==> src/rtl/gpu_pkg.sv <==
// Shared GPU definitions: opcode set, instruction field layout, program-size
// defaults and the fetch front-end state encoding.
package gpu_pkg;

   localparam int INSTR_WIDTH_DEFAULT = 32;
   localparam int INSTR_COUNT_DEFAULT = 512;

   typedef enum logic [3:0] {
      OP_NOP,
      OP_LOAD,
      OP_STORE,
      OP_ADD,
      OP_SUB,
      OP_MUL,
      OP_CMP,
      OP_END,
      OP_JUMP
   } opcode_t;

   // Instruction word layout: [opcode | reg A | immediate | reg B | reg C]
   localparam int OPCODE_MSB = 31;
   localparam int OPCODE_LSB = 28;
   localparam int REG_A_MSB  = 27;
   localparam int REG_A_LSB  = 24;
   localparam int IMM_MSB    = 23;
   localparam int IMM_LSB    = 8;
   localparam int REG_B_MSB  = 7;
   localparam int REG_B_LSB  = 4;
   localparam int REG_C_MSB  = 3;
   localparam int REG_C_LSB  = 0;

   typedef enum logic [1:0] {
      FETCH_IDLE,
      FETCH_RUN,
      FETCH_END_HOLD
   } fetch_state_t;

   function automatic opcode_t opcode_of(input logic [INSTR_WIDTH_DEFAULT-1:0] instr);
      return opcode_t'(instr[OPCODE_MSB:OPCODE_LSB]);
   endfunction

endpackage

==> src/rtl/instr_fifo.sv <==
// First-word-fall-through FIFO: the head entry is visible on rd_data whenever
// count is non-zero. Synchronous flush clears it regardless of rd_en/wr_en.
module instr_fifo #(
   parameter int DATA_W = 41,
   parameter int DEPTH  = 4,
   localparam int CNT_W = $clog2(DEPTH + 1)
) (
   input  logic              clk,
   input  logic              rst_n,
   input  logic              flush,
   input  logic              wr_en,
   input  logic [DATA_W-1:0] wr_data,
   input  logic              rd_en,
   output logic [DATA_W-1:0] rd_data,
   output logic [CNT_W-1:0]  count
);

   localparam int PTR_W = (DEPTH > 1) ? $clog2(DEPTH) : 1;
   localparam logic [PTR_W-1:0] LAST_SLOT = PTR_W'(DEPTH - 1);

   logic [DATA_W-1:0] mem [DEPTH];
   logic [PTR_W-1:0]  wr_ptr, rd_ptr;
   logic              do_wr, do_rd;

   assign do_wr   = wr_en;
   assign do_rd   = rd_en && (count != '0);
   assign rd_data = mem[rd_ptr];

   // NOTE: state registers use non-blocking assignments so every flop samples
   // pre-edge values, independent of the order the always blocks are evaluated.
   always_ff @(posedge clk or negedge rst_n) begin
      if (!rst_n) begin
         wr_ptr <= '0;
         rd_ptr <= '0;
         count  <= '0;
      end else if (flush) begin
         wr_ptr <= '0;
         rd_ptr <= '0;
         count  <= '0;
      end else begin
         if (do_wr) wr_ptr <= (wr_ptr == LAST_SLOT) ? '0 : wr_ptr + 1'b1;
         if (do_rd) rd_ptr <= (rd_ptr == LAST_SLOT) ? '0 : rd_ptr + 1'b1;
         case ({do_wr, do_rd})
            2'b10:   count <= count + 1'b1;
            2'b01:   count <= count - 1'b1;
            default: count <= count;
         endcase
      end
   end

   // NOTE: the storage array has no reset; count/pointers gate every read, so
   // clearing it would only cost reset fan-out and block RAM inference.
   always_ff @(posedge clk) begin
      if (do_wr && !flush) mem[wr_ptr] <= wr_data;
   end

endmodule

==> src/rtl/instruction_fetch.sv <==
// Fetch front-end: issues BRAM reads under a credit limit, tags them through
// the fixed read latency and buffers returned words for the controller.
module instruction_fetch
   import gpu_pkg::*;
#(
   parameter int INSTRUCTION_WIDTH = INSTR_WIDTH_DEFAULT,
   parameter int INSTRUCTION_COUNT = INSTR_COUNT_DEFAULT,
   parameter int BRAM_LATENCY      = 2,
   parameter int FIFO_DEPTH        = 4,
   localparam int PC_W             = $clog2(INSTRUCTION_COUNT)
) (
   input  logic                         clk_in,
   input  logic                         rst_n_in,
   input  logic                         start_in,
   input  logic                         halt_in,
   input  logic                         redirect_in,
   input  logic [PC_W-1:0]              redirect_pc_in,
   output logic                         bram_en_out,
   output logic [PC_W-1:0]              bram_addr_out,
   input  logic [INSTRUCTION_WIDTH-1:0] bram_data_in,
   output logic [INSTRUCTION_WIDTH-1:0] instr_out,
   output logic [PC_W-1:0]              instr_pc_out,
   output logic                         instr_valid_out,
   input  logic                         instr_ready_in,
   output logic                         busy_out
);

   localparam int CNT_W   = $clog2(FIFO_DEPTH + 1);
   localparam int ENTRY_W = INSTRUCTION_WIDTH + PC_W;
   localparam logic [PC_W-1:0] LAST_PC = PC_W'(INSTRUCTION_COUNT - 1);

   fetch_state_t            state, state_nxt;
   logic [PC_W-1:0]         fetch_pc, fetch_pc_nxt, target_pc;
   logic [BRAM_LATENCY-1:0] tag_valid;
   logic [PC_W-1:0]         tag_pc [BRAM_LATENCY];
   logic [CNT_W-1:0]        fifo_count, inflight_count;
   logic [ENTRY_W-1:0]      head;
   logic                    issue, flush, head_valid, pop;

   always_comb begin
      inflight_count = '0;
      for (int i = 0; i < BRAM_LATENCY; i++) inflight_count += CNT_W'(tag_valid[i]);
   end

   // Credit counts buffered plus in-flight words; a same-cycle pop is not credited.
   assign issue = (state == FETCH_RUN) &&
                  (({1'b0, fifo_count} + {1'b0, inflight_count}) < (CNT_W + 1)'(FIFO_DEPTH));
   assign flush     = halt_in || (redirect_in && state != FETCH_IDLE);
   assign target_pc = ({1'b0, redirect_pc_in} > {1'b0, LAST_PC}) ? LAST_PC : redirect_pc_in;

   // NOTE: every always_comb output gets a default first, so no path leaves it
   // unassigned and no latch is inferred.
   always_comb begin
      state_nxt    = state;
      fetch_pc_nxt = fetch_pc;
      if (halt_in) begin
         state_nxt    = FETCH_IDLE;
         fetch_pc_nxt = '0;
      end else begin
         case (state)
            FETCH_IDLE: if (start_in) begin
               state_nxt    = FETCH_RUN;
               fetch_pc_nxt = '0;
            end
            FETCH_RUN: if (redirect_in) begin
               fetch_pc_nxt = target_pc;
            end else if (issue) begin
               if (fetch_pc == LAST_PC) state_nxt = FETCH_END_HOLD;
               else fetch_pc_nxt = fetch_pc + 1'b1;
            end
            FETCH_END_HOLD: if (redirect_in) begin
               state_nxt    = FETCH_RUN;
               fetch_pc_nxt = target_pc;
            end
            default: state_nxt = FETCH_IDLE;
         endcase
      end
   end

   always_ff @(posedge clk_in or negedge rst_n_in) begin
      if (!rst_n_in) begin
         state    <= FETCH_IDLE;
         fetch_pc <= '0;
      end else begin
         state    <= state_nxt;
         fetch_pc <= fetch_pc_nxt;
      end
   end

   // Tags mirror the BRAM pipeline; a flush kills every word still in flight.
   always_ff @(posedge clk_in or negedge rst_n_in) begin
      if (!rst_n_in) begin
         tag_valid <= '0;
         for (int i = 0; i < BRAM_LATENCY; i++) tag_pc[i] <= '0;
      end else begin
         tag_valid[0] <= issue && !flush;
         tag_pc[0]    <= fetch_pc;
         for (int i = 1; i < BRAM_LATENCY; i++) begin
            tag_valid[i] <= tag_valid[i-1] && !flush;
            tag_pc[i]    <= tag_pc[i-1];
         end
      end
   end

   instr_fifo #(
      .DATA_W (ENTRY_W),
      .DEPTH  (FIFO_DEPTH)
   ) u_fifo (
      .clk     (clk_in),
      .rst_n   (rst_n_in),
      .flush   (flush),
      .wr_en   (tag_valid[BRAM_LATENCY-1]),
      .wr_data ({tag_pc[BRAM_LATENCY-1], bram_data_in}),
      .rd_en   (pop),
      .rd_data (head),
      .count   (fifo_count)
   );

   assign head_valid      = (fifo_count != '0);
   assign pop             = head_valid && instr_ready_in;
   assign instr_valid_out = head_valid;
   assign instr_out       = head_valid ? head[INSTRUCTION_WIDTH-1:0] : '0;
   assign instr_pc_out    = head_valid ? head[ENTRY_W-1 -: PC_W] : '0;
   assign bram_en_out     = issue;
   assign bram_addr_out   = issue ? fetch_pc : '0;
   assign busy_out        = (state != FETCH_IDLE);

   // The credit limit guarantees a returning word always finds a free slot.
   assert property (@(posedge clk_in) disable iff (!rst_n_in)
      !(tag_valid[BRAM_LATENCY-1] && fifo_count == CNT_W'(FIFO_DEPTH)));

endmodule

==> config.mk <==
export PLATFORM = sky130hd
export DESIGN_NAME = instruction_fetch
export DESIGN_NICKNAME = d
export VERILOG_FILES = /design/src/rtl/gpu_pkg.sv /design/src/rtl/instr_fifo.sv /design/src/rtl/instruction_fetch.sv
export SDC_FILE = /design/constraint.sdc
export NUM_CORES = 1
export LEC_CHECK = 0
export BUFFER_PORTS_ARGS = -buffer_cell sky130_fd_sc_hd__buf_2
export CORE_MARGIN = 3
export CORE_UTILIZATION = 52
export DETAILED_ROUTE_END_ITERATION = 7
export GPL_TIMING_DRIVEN = 1
export PLACE_DENSITY = 0.76
export RECOVER_POWER = 25
export SETUP_SLACK_MARGIN = 0.05
export SKIP_LAST_GASP = 1
export SYNTH_ARGS = -nofsm -noshare
export SYNTH_HDL_FRONTEND = slang
export SYNTH_SLANG_ARGS = --single-unit
export TNS_END_PERCENT = 30
==> constraint.sdc <==
create_clock -name clk_in -period 2.5 [get_ports clk_in]
set_clock_uncertainty 0.2 [all_clocks]
set_input_delay 0.5 -clock clk_in [delete_from_list [all_inputs] [get_ports clk_in]]
set_output_delay 0.5 -clock clk_in [all_outputs]
set_load 0.02 [all_outputs]
# After elaboration in Yosys (flattened, before gate mapping)

Memories as Yosys holds them, arrays and structs flattened.
Index checks and enable logic that the tools add are counted.

Add/subtract/negate cells: 7
$mul: 0
Divide/modulo/power cells: 0
Order comparisons: 1
Equal/unequal tests: 14
Shift-type cells: 0
Multiplexer cells: 27
Bitwise operators: 0
Reduce and logical (&&, ||, !) cells: 18

Operators with widths:

| kind                | number |
|---|---|
| $mux 9              | 8 |
| $mux 32             | 1 |
| $pmux 9 s3          | 1 |
| $mux 2              | 12 |
| $ne 3x3->1 const B  | 4 |
| $reduce_and 5->1    | 2 |
| $add 9x1->9 const B | 1 |
| $eq 9x9->1 const B  | 1 |
| $eq 2x2->1 const B  | 4 |
| $ne 4x4->1 const B  | 2 |
| $logic_and 1x1->1   | 7 |
| $pmux 2 s3          | 1 |
| $pmux 3 s2          | 1 |
| $reduce_bool 2->1   | 3 |
| $reduce_bool 3->1   | 2 |
| $add 2x1->2 const B | 2 |
| $add 3x2->4         | 1 |
| $eq 2x1->1 const B  | 2 |
| $lt 4x3->1 const B  | 1 |
| $reduce_bool 4->1   | 1 |
| $add 3x1->3 const B | 1 |
| $mux 3              | 1 |
| $ne 3x2->1 const B  | 1 |
| $sub 3x1->3 const B | 1 |
| other kinds (5)     | 6 |

Register bits after elaboration: 38
Latch bits: 0
RAM bits: 164
Memory bits (read-only): 0
Input port bits: 47
Output and inout bits: 53
Memories: 1

Memory list:

| memory     | words | width | rd ports | clocked after Yosys merged registers in | write ports | line             | RTL |
|---|---|---|---|---|---|---|---|
| u_fifo.mem | 4     | 41    | 1        | 0                                       | 1           | instr_fifo.sv:21 | `logic [DATA_W-1:0] mem [DEPTH];` |

# Depth between registers and ports, before layout

Gate-level depths: netlist of run 1.

Depth in word-level cells: 8
Depth in mapped cells: 10
Depth with buffers taken out: 10

# Cells and area by module

From an unflattened synthesis of run 1, not the netlist that was laid out.

Cells, all modules: 449
Area total of the unflattened synthesis: 8325.5 µm²

Modules (own cells, without submodules):

| module            | instances | cells each | area an instance (µm²) | sequential area each (µm²) |
|---|---|---|---|---|
| instr_fifo        | 1         | 268        | 6517.5                 | 5099.9 |
| instruction_fetch | 1         | 181        | 1808.0                 | 775.7 |

# Least setup slack after synthesis of run 1

Ideal clock, no wire load.

Kind: reg2reg
Start point: register state[0]
End point: memory u_fifo.mem[0][0] (enable)
Library setup time: 0.403 ns
Arrival time: 2.112 ns
Slack: -0.215 ns
Stages on the path, launching flop included: 6
Buffers on the path: 0
Clock period less this slack: 2.715 ns
Cells stage by stage: dfrtp_1 inv_1 ha_1 inv_1 a21oi_1 and3_1

Cells in the longest elaborated chain, start to end: 7

Ends and longest elaborated chain:

| item                         | line                    | RTL |
|---|---|---|
| from (decl)                  | instruction_fetch.sv:32 | `fetch_state_t state, state_nxt;` |
| from (signal assigned)       | instruction_fetch.sv:85 | `state <= state_nxt;` |
| $reduce_bool 2->1            | n/a                     |  |
| net busy_out                 | instruction_fetch.sv:25 | `output logic busy_out` |
| $logic_and 1x1->1            | instruction_fetch.sv:48 | `assign flush = halt_in \|\| (redirect_in && state != FETCH_IDLE);` |
| $logic_or 1x1->1             | instruction_fetch.sv:48 |  |
| $logic_not 1->1              | instr_fifo.sv:54        | `if (do_wr && !flush) mem[wr_ptr] <= wr_data;` |
| $logic_and 1x1->1            | instr_fifo.sv:54        |  |
| $mux 1                       | instr_fifo.sv:54        |  |
| $mux 1 (not written as such) | instr_fifo.sv:54        |  |
| to (decl)                    | instr_fifo.sv:21        |  |

The timed path passes the listed nets, and every way through them passes these cells.

# Worst setup path after layout of run 1

Start point: register u_fifo.rd_ptr[0]
End point: output port instr_out[7]

Cells in the longest elaborated chain, start to end: 2

Ends and longest elaborated chain:

| item                   | line                     | RTL |
|---|---|---|
| from (decl)            | instr_fifo.sv:22         | `logic [PTR_W-1:0] wr_ptr, rd_ptr;` |
| from (signal assigned) | instr_fifo.sv:42         | `if (do_rd) rd_ptr <= (rd_ptr == LAST_SLOT) ? '0 : rd_ptr + 1'b1;` |
| $mem_v2 4x41           | n/a                      |  |
| $mux 32                | instruction_fetch.sv:122 | `assign instr_out = head_valid ? head[INSTRUCTION_WIDTH-1:0] : '0;` |
| to (decl)              | instruction_fetch.sv:21  | `output logic [INSTRUCTION_WIDTH-1:0] instr_out,` |

No other way between the ends.

==> results of run 1 <==
-- power by group through the flow --
| stage | combinational, uW | sequential (uW) | clock [uW] |
|---|---|---|---|
| 2_1_floorplan | 1080 | 3840 | 0 |
| 3_3_place_gp | 1620 | 3860 | 0 |
| 3_5_place_dp | 1630 | 3870 | 0 |
| 4_1_cts | 1720 | 3800 | 2830 |
| 5_1_grt | 1950 | 3810 | 2980 |
| 6_report | 1810 | 3810 | 2750 |
-- flip-flops by register name (all words and copies together), names as in the netlist --
name	flops
u_fifo.mem	164
tag_pc	18
fetch_pc	9
u_fifo.count	3
state	2
tag_valid	2
u_fifo.rd_ptr	2
u_fifo.wr_ptr	2
-- synthesized netlist by cell type, drive strengths merged --
library cell  instances
a211oi                1
a21o                  2
a21oi                10
a22oi                 4
a32oi                 2
and2                  3
and3                 16
buf                   9
clkbuf               11
dfrtp                38
edfxtp              164
fa                    1
ha                   12
inv                   9
mux2i                 5
mux4                 41
nand2                11
nand2b                2
nand3                 4
nand3b                1
nand4                 2
nor2                 17
nor2b                46
nor3                  7
nor4                  1
o21a                  1
o21ai                12
o22ai                 1
o31ai                 1
o41a                  1
or2                   3
or3                   1
xnor2                 3
xor2                  2
-- worst register-to-register path, stage by stage (launching register included) --
cell and delay [ns]:
dfrtp_2 0.42, buf_4 0.15, buf_4 0.15, o31ai_4 0.32, nor2_1 0.11, fa_1 0.40, or3_1 0.38, nand2_1 0.09
xnor2_1 0.11, nor2_1 0.05
-- kinds of logic (layout without fill, tap and decap cells) --
group,count (synthesis),count (layout),share of synthesized area (%)
flip-flops,202,202,73.1
multiplexers,46,46,12.1
buffers and inverters,29,169,1.46
XOR/XNOR,5,5,0.545
AO/OA/AOI/OAI,35,35,2.88
AND/OR/NAND/NOR,114,115,7.84
adder cells (fa/ha/maj),13,13,2.12
-- layer usage --
layer	vias up	routed length (um)	global-route usage (%)
met1	2179	6300	24.0
met5	-	0	0
met2	181	7590	29.8
li1	1971	-	-
met3	20	981	3.15
met4	0	286	5.81
-- cell usage in the layout (no fill, tap or decap), types with 3 or more instances in the layout --
master,netlist,routed
and3_4,0,8
clkbuf_1,11,32
dfrtp_1,38,35
buf_4,0,10
nand3_1,4,4
ha_1,12,10
mux4_2,41,41
a21oi_1,10,10
xnor2_1,3,3
clkbuf_16,0,22
buf_2,7,63
edfxtp_1,164,164
buf_12,0,8
buf_6,0,13
and3_2,0,4
clkinv_2,0,4
inv_1,9,9
clkinv_1,0,3
nor2b_1,46,46
a22oi_1,4,4
o21ai_1,4,4
dfrtp_2,0,3
nand2_1,11,11
nor2_1,17,17
nor3_1,7,6
mux2i_1,5,5
o21ai_0,8,8
and3_1,16,4
-- what timing repair did --
action                     CTS  global route
setup endpoints to repair   52            62
pin swaps                    5             4
hold endpoints to repair    17             0
buffers inserted             3             1
hold buffers                 1             0
gates cloned                 1             2
gates resized for setup     33             7
-- metrics by stage --
| stage | instances | power [uW] | hold slack, ns | worst slack, ns | TNS (ns) |
|---|---|---|---|---|---|
| after floorplan | 444 | 4920 | 0.00441 | -0.213 | -17.50 |
| after global placement | 724 | 5480 | 0.134 | 0.198 | 0 |
| after detailed placement | 724 | 5500 | 0.135 | 0.144 | 0 |
| after CTS | 766 | 8350 | 0.0111 | -0.218 | -9.09 |
| after global routing | 769 | 8740 | 0.0463 | -0.255 | -11.58 |
| final | 769 | 8370 | 0.0517 | -0.172 | -7.42 |
-- how the worst max path moves through the flow --
| stage | to | depth (start not counted) | from | slack (ns) |
|---|---|---|---|---|
| detailed placement | fetch_pc[6]$_DFFE_PN0P_ | 10 | fetch_pc[0]$_DFFE_PN0P_ | 0.14 |
| global route | instr_out[7] | 4 | u_fifo.rd_ptr[0]$_DFFE_PN0P_ | -0.26 |
| finish | instr_out[7] | 4 | u_fifo.rd_ptr[0]$_DFFE_PN0P_ | -0.17 |
| global placement | fetch_pc[6]$_DFFE_PN0P_ | 10 | fetch_pc[0]$_DFFE_PN0P_ | 0.20 |
| floorplan | u_fifo.mem[2][0]$_DFFE_PP_ | 5 | state[0]$_DFFE_PN0P_ | -0.21 |
| CTS | instr_pc_out[1] | 4 | u_fifo.rd_ptr[0]$_DFFE_PN0P_ | -0.22 |
-- final cells by class --
cell class / instances / area, um2
clock buffers: 29 / 576
clock inverters: 8 / 38.8
well taps: 184 / 230
inverters: 9 / 33.8
flip-flops and latches: 202 / 5880
fillers: 1022 / 5060
repair buffers: 123 / 845
multi-input cells: 214 / 2140
==> impl_metrics.toml, run 1 <==
[critical_path]
crit_fanout = 14
critPathCaptureType = "output pin"
path_class = "flip-flop to output pin"
startpoint_type = "flip-flop"
crit_required_ns = 1.80
worstReg2RegStart = "u_fifo.count[0]$_DFFE_PN0P_"
reg2reg_setup_slack_ns = 0
critPathMaxStageDelay_ns = 0.52
cpMaxStageDelayCell = "mux4_2"
crit_buf_inv = 2
crit_family = "multiplexers"
arrival_ns = 1.97
crit_chain = "buf_12 > mux4_2 > nor2b_1 > buf_2"
rr_endpoint = "u_fifo.count[2]$_DFFE_PN0P_"
reg2regPathDepth = 9

[final_layout]
fin_area_um2 = 9740
diodes = 0
fin_util_pct = 65.8
drive_gt1_share_pct = 32.5
synthToLayoutAreaGrowth_pct = 21.2
nNetsFinal = 631

[timing]
rsz0062_at_grt = "true"
final.period_utilization_pct = 107
tightest_slew_ns = 0.446
setup_viol = 53
hold_violations = 0
period_needed_ns = 2.67
fin_ws_ns = -0.172
relSlewSlack_pct = 70.3
max_freq_mhz = 374
finalMaxSlewViolations = 0

[hold_path]
hp-start = "bram_data_in[15]"
hold_class = "primary input to flip-flop"
min_to = "u_fifo.mem[3][15]$_DFFE_PP_"
min_path_cells = 1

[drt]
drcViolationCount = 0
firstDrtPassIters = 4
ant_nets = 0
routed_wl_mm = 15.1
via_count = 4351
drtIter0Drc = 316
viasPerCell = 5.66
routedWlPerCell_um = 19.7

[job]
cap_viol_max_count = 0

[clock_tree]
clock_path_buffers = 3
tritoncts = "built"
clk_pin_slew_ns = 0.05
cts_root_buf = "clkbuf_16"
clock_insertion_delay_worst_skew_ns = 0.48
cts_buffers = 21
htreeDepth = 1
cts.sinks = 202

[synthesis]
syn_avg_cell_area_um2 = 18.1
seq_area_frac_synth_pct = 73.1
synthTopCellsByArea = "edfxtp_1, dfrtp_1, mux4_2"
ys_types = 36
ys_ff_latch = 202
yosysWarnings = 0
synth_area_um2 = 8040
synth_top_area_share_pct = 61.2
syn_nets = 504
yosys.area.top_type = "edfxtp_1"
syn-instance-count = 444

[power]
clockPowerShare_pct = 32.9
power_density_nw_per_um2 = 859
power.net_switching_uw = 2280
p_leak_uw = 0.00359
intPower_uw = 6090
irDropWorstVdd_uv = 475
p_seq_share_pct = 45.5
swShare_pct = 27.2
pwr-share-comb_pct = 21.6

[floorplan]
die_width_um = 130
fp.dieH_um = 130
start_util_pct = 54.3
rows = 44
core_region_area_um2 = 14800
die-area_um2 = 17000
io_pins = 100

[global_route]
grt_max_degree = 43
grt_overflow = 0
antenna_found_initial = 0
track_usage_pct = 17.8
grt_pass1_vias = 4461
grt_pass1_wl_mm = 23.3

[place]
placed_cell_area_um2 = 8940
hpwl_mm = 9.08
portBuffers = 99
place_congestion = 0.869

[status]
outcome = "finished, violations left"
violations = "setup timing"
Power figures use the tool's default switching activity.
==> run 2: changes to the inputs <==
--- a/config.mk
+++ b/config.mk
@@ -7,7 +7,7 @@
 export LEC_CHECK = 0
 export BUFFER_PORTS_ARGS = -buffer_cell sky130_fd_sc_hd__buf_2
 export CORE_MARGIN = 3
-export CORE_UTILIZATION = 52
+export CORE_UTILIZATION = 55
 export DETAILED_ROUTE_END_ITERATION = 7
 export GPL_TIMING_DRIVEN = 1
 export PLACE_DENSITY = 0.76
==> constraint.sdc (replaced) <==
create_clock -name clk_in -period 2.85 [get_ports clk_in]
set_clock_uncertainty 0.2 [all_clocks]
set_input_delay 0.1425 -clock clk_in [delete_from_list [all_inputs] [get_ports clk_in]]
set_output_delay 0.1425 -clock clk_in [all_outputs]
set_load 0.02 [all_outputs]
==> run 2 against run 1 <==
  * The flow now finishes without violations
  * Design area is 2.5% higher
  * Critical path depth is 4 higher
  * Non-clock buffer count is 39 higher
  * Largest cell class unchanged
  * Clock power decreased by 12%
  * Combinational power decreased by 22%
  * Sequential power is 12% lower
  * Utilization increased by 5.0 points
  * Die area decreased by 5.2%
  * Flip-flop and latch count unchanged
  * Via count grew 2.6%
  * Routed wire length decreased by 0.12%
==> impl_metrics.toml, run 2 (synthesized netlist as in run 1, its figures left out) <==
[status]
outcome = "complete, no violations"

[critical_path]
critPathMaxStageDelay_ns = 0.58
cpMaxStageDelayCell = "dlygate4sd3_1"
crit_family = "buffers and inverters"
crit_fanout = 5
crit_buf_inv = 3
critPathCaptureType = "flip-flop"
critPathMostFrequentCell = "dlygate4sd3_1"
worstReg2RegStart = "state[0]$_DFFE_PN0P_"
path_class = "flip-flop to flip-flop"
rr_endpoint = "state[1]$_DFFE_PN0P_"
startpoint_type = "flip-flop"
reg2regPathDepth = 8
crit_required_ns = 3.02
reg2reg_setup_slack_ns = 0.18
crit_chain = "inv_1 > ha_1 > nor2b_1 > nor2_1 > nor2_2 > dlygate4sd3_1 > o21a_1 > dlygate4sd3_1"
arrival_ns = 2.85

[floorplan]
die_width_um = 127
die-area_um2 = 16100
start_util_pct = 57.1
core_region_area_um2 = 14100
fp.dieH_um = 127
rows = 43
io_pins = 100

[power]
power_density_nw_per_um2 = 720
irDropWorstVdd_uv = 475
p_leak_uw = 0.00375
p_total_uw = 7190

[timing]
period_needed_ns = 2.67
max_freq_mhz = 374
rsz0062_at_grt = "false"
relSlewSlack_pct = 44.6
hold_slack_ns = 0.0837
finalMaxSlewViolations = 0
fin_ws_ns = 0.177
final.period_utilization_pct = 93.8
setup_viol = 0
hold_violations = 0
fin_setup_tns_ns = 0
tightest_slew_ns = 0.831

[drt]
drtIter0Drc = 258
via_count = 4466
viasPerCell = 5.55
ant_nets = 0
routed_wl_mm = 15.1
drcViolationCount = 0
routedWlPerCell_um = 18.8
firstDrtPassIters = 4

[global_route]
grt_pass1_wl_mm = 25.0
grt_pass1_vias = 4804
grt_max_degree = 43
antenna_found_initial = 0
track_usage_pct = 19.4
grt_overflow = 0

[final_layout]
synthToLayoutAreaGrowth_pct = 24.1
diodes = 0
mostFrequentLayoutCells = "edfxtp_1, buf_2, dlygate4sd3_1, nor2b_1, mux4_2"
nNetsFinal = 669
largest_reg_flops = 164
layout_commonest_cell = "edfxtp_1"
drive_gt1_share_pct = 27.4
top_register = "u_fifo.mem"
reg_top3 = "u_fifo.mem: 164 flops, tag_pc: 18 flops, fetch_pc: 9 flops"

[hold_path]
hold_class = "primary input to async pin"

[clock_tree]
htreeDepth = 1
clock_path_buffers = 3
tritoncts = "built"
cts_root_buf = "clkbuf_16"
clk_pin_slew_ns = 0.06
clock_insertion_delay_worst_skew_ns = 0.49
cts_buffers = 21
cts.sinks = 202

[job]
cap_viol_max_count = 0

[place]
portBuffers = 99
hpwl_mm = 9.40
place_congestion = 0.871
dp_slack_ns = 0.386
[run 2: cell types whose count changed in the layout (fill, tap and decap cells not counted), sizes merged]
| cell | before | now |
|---|---|---|
| clkinvlp | 1 | 0 |
| clkinv | 7 | 8 |
| or2 | 4 | 3 |
| inv | 9 | 10 |
| dlygate4sd3 | 1 | 49 |
| clkbuf | 56 | 55 |
| buf | 95 | 87 |
[run 2: repair_timing]
action                                  CTS  global route
buffers inserted                          0             0
resized for setup                         0             4
hold buffers                             49             0
endpoints found under the setup margin    0             1
hold endpoints to repair                186             0
[run 2: worst register-to-register path: stages (launching register included)]
cell	delay, ns
dfrtp_1	0.38
inv_1	0.10
ha_1	0.26
nor2b_1	0.16
nor2_1	0.12
nor2_2	0.06
dlygate4sd3_1	0.58
o21a_1	0.17
dlygate4sd3_1	0.55
[run 2: layout make-up]
type                       instances  area, um2
multi-input combinational        213       2070
fill                             919       4110
sequential                       202       5880
clock inverter                     9       48.8
tap                              180        225
timing repair buffer             162       1160
clock buffer                      29        566
inverter                           9       33.8
[run 2: metal layers]
layer	GRT usage, %	wire (um)
met1	26.7	6260
met3	3.37	975
met4	5.62	303
met5	0	0
met2	32.5	7600
[run 2: per-stage QoR]
stage          area [um2]  cells  utilization, %
2_1_floorplan        8040    444               -
3_3_place_gp         8900    717            63.1
3_5_place_dp         8900    717            63.1
4_1_cts             10000    804            71.0
5_1_grt              9980    804            70.8
6_report             9980    804            70.8
[run 2: report_power, final]
part | leakage [uW] | internal (uW) | switching, uW | total (uW)
combinational | 0.00141 | 577 | 831 | 1410
sequential | 0.00203 | 3270 | 95.7 | 3370
clock | 0.000303 | 1390 | 1030 | 2420
total | 0.00375 | 5240 | 1950 | 7190
[run 2: worst max path at each step]
stage	cells past startpoint	end	slack, ns	start
floorplan	5	u_fifo.mem[0][0]$_DFFE_PP_	0.14	state[0]$_DFFE_PN0P_
global placement	10	fetch_pc[6]$_DFFE_PN0P_	0.45	fetch_pc[0]$_DFFE_PN0P_
detailed placement	10	fetch_pc[4]$_DFFE_PN0P_	0.39	fetch_pc[0]$_DFFE_PN0P_
CTS	8	state[1]$_DFFE_PN0P_	0.10	state[0]$_DFFE_PN0P_
global route	9	state[1]$_DFFE_PN0P_	0.05	fetch_pc[1]$_DFFE_PN0P_
finish	8	state[1]$_DFFE_PN0P_	0.18	state[0]$_DFFE_PN0P_
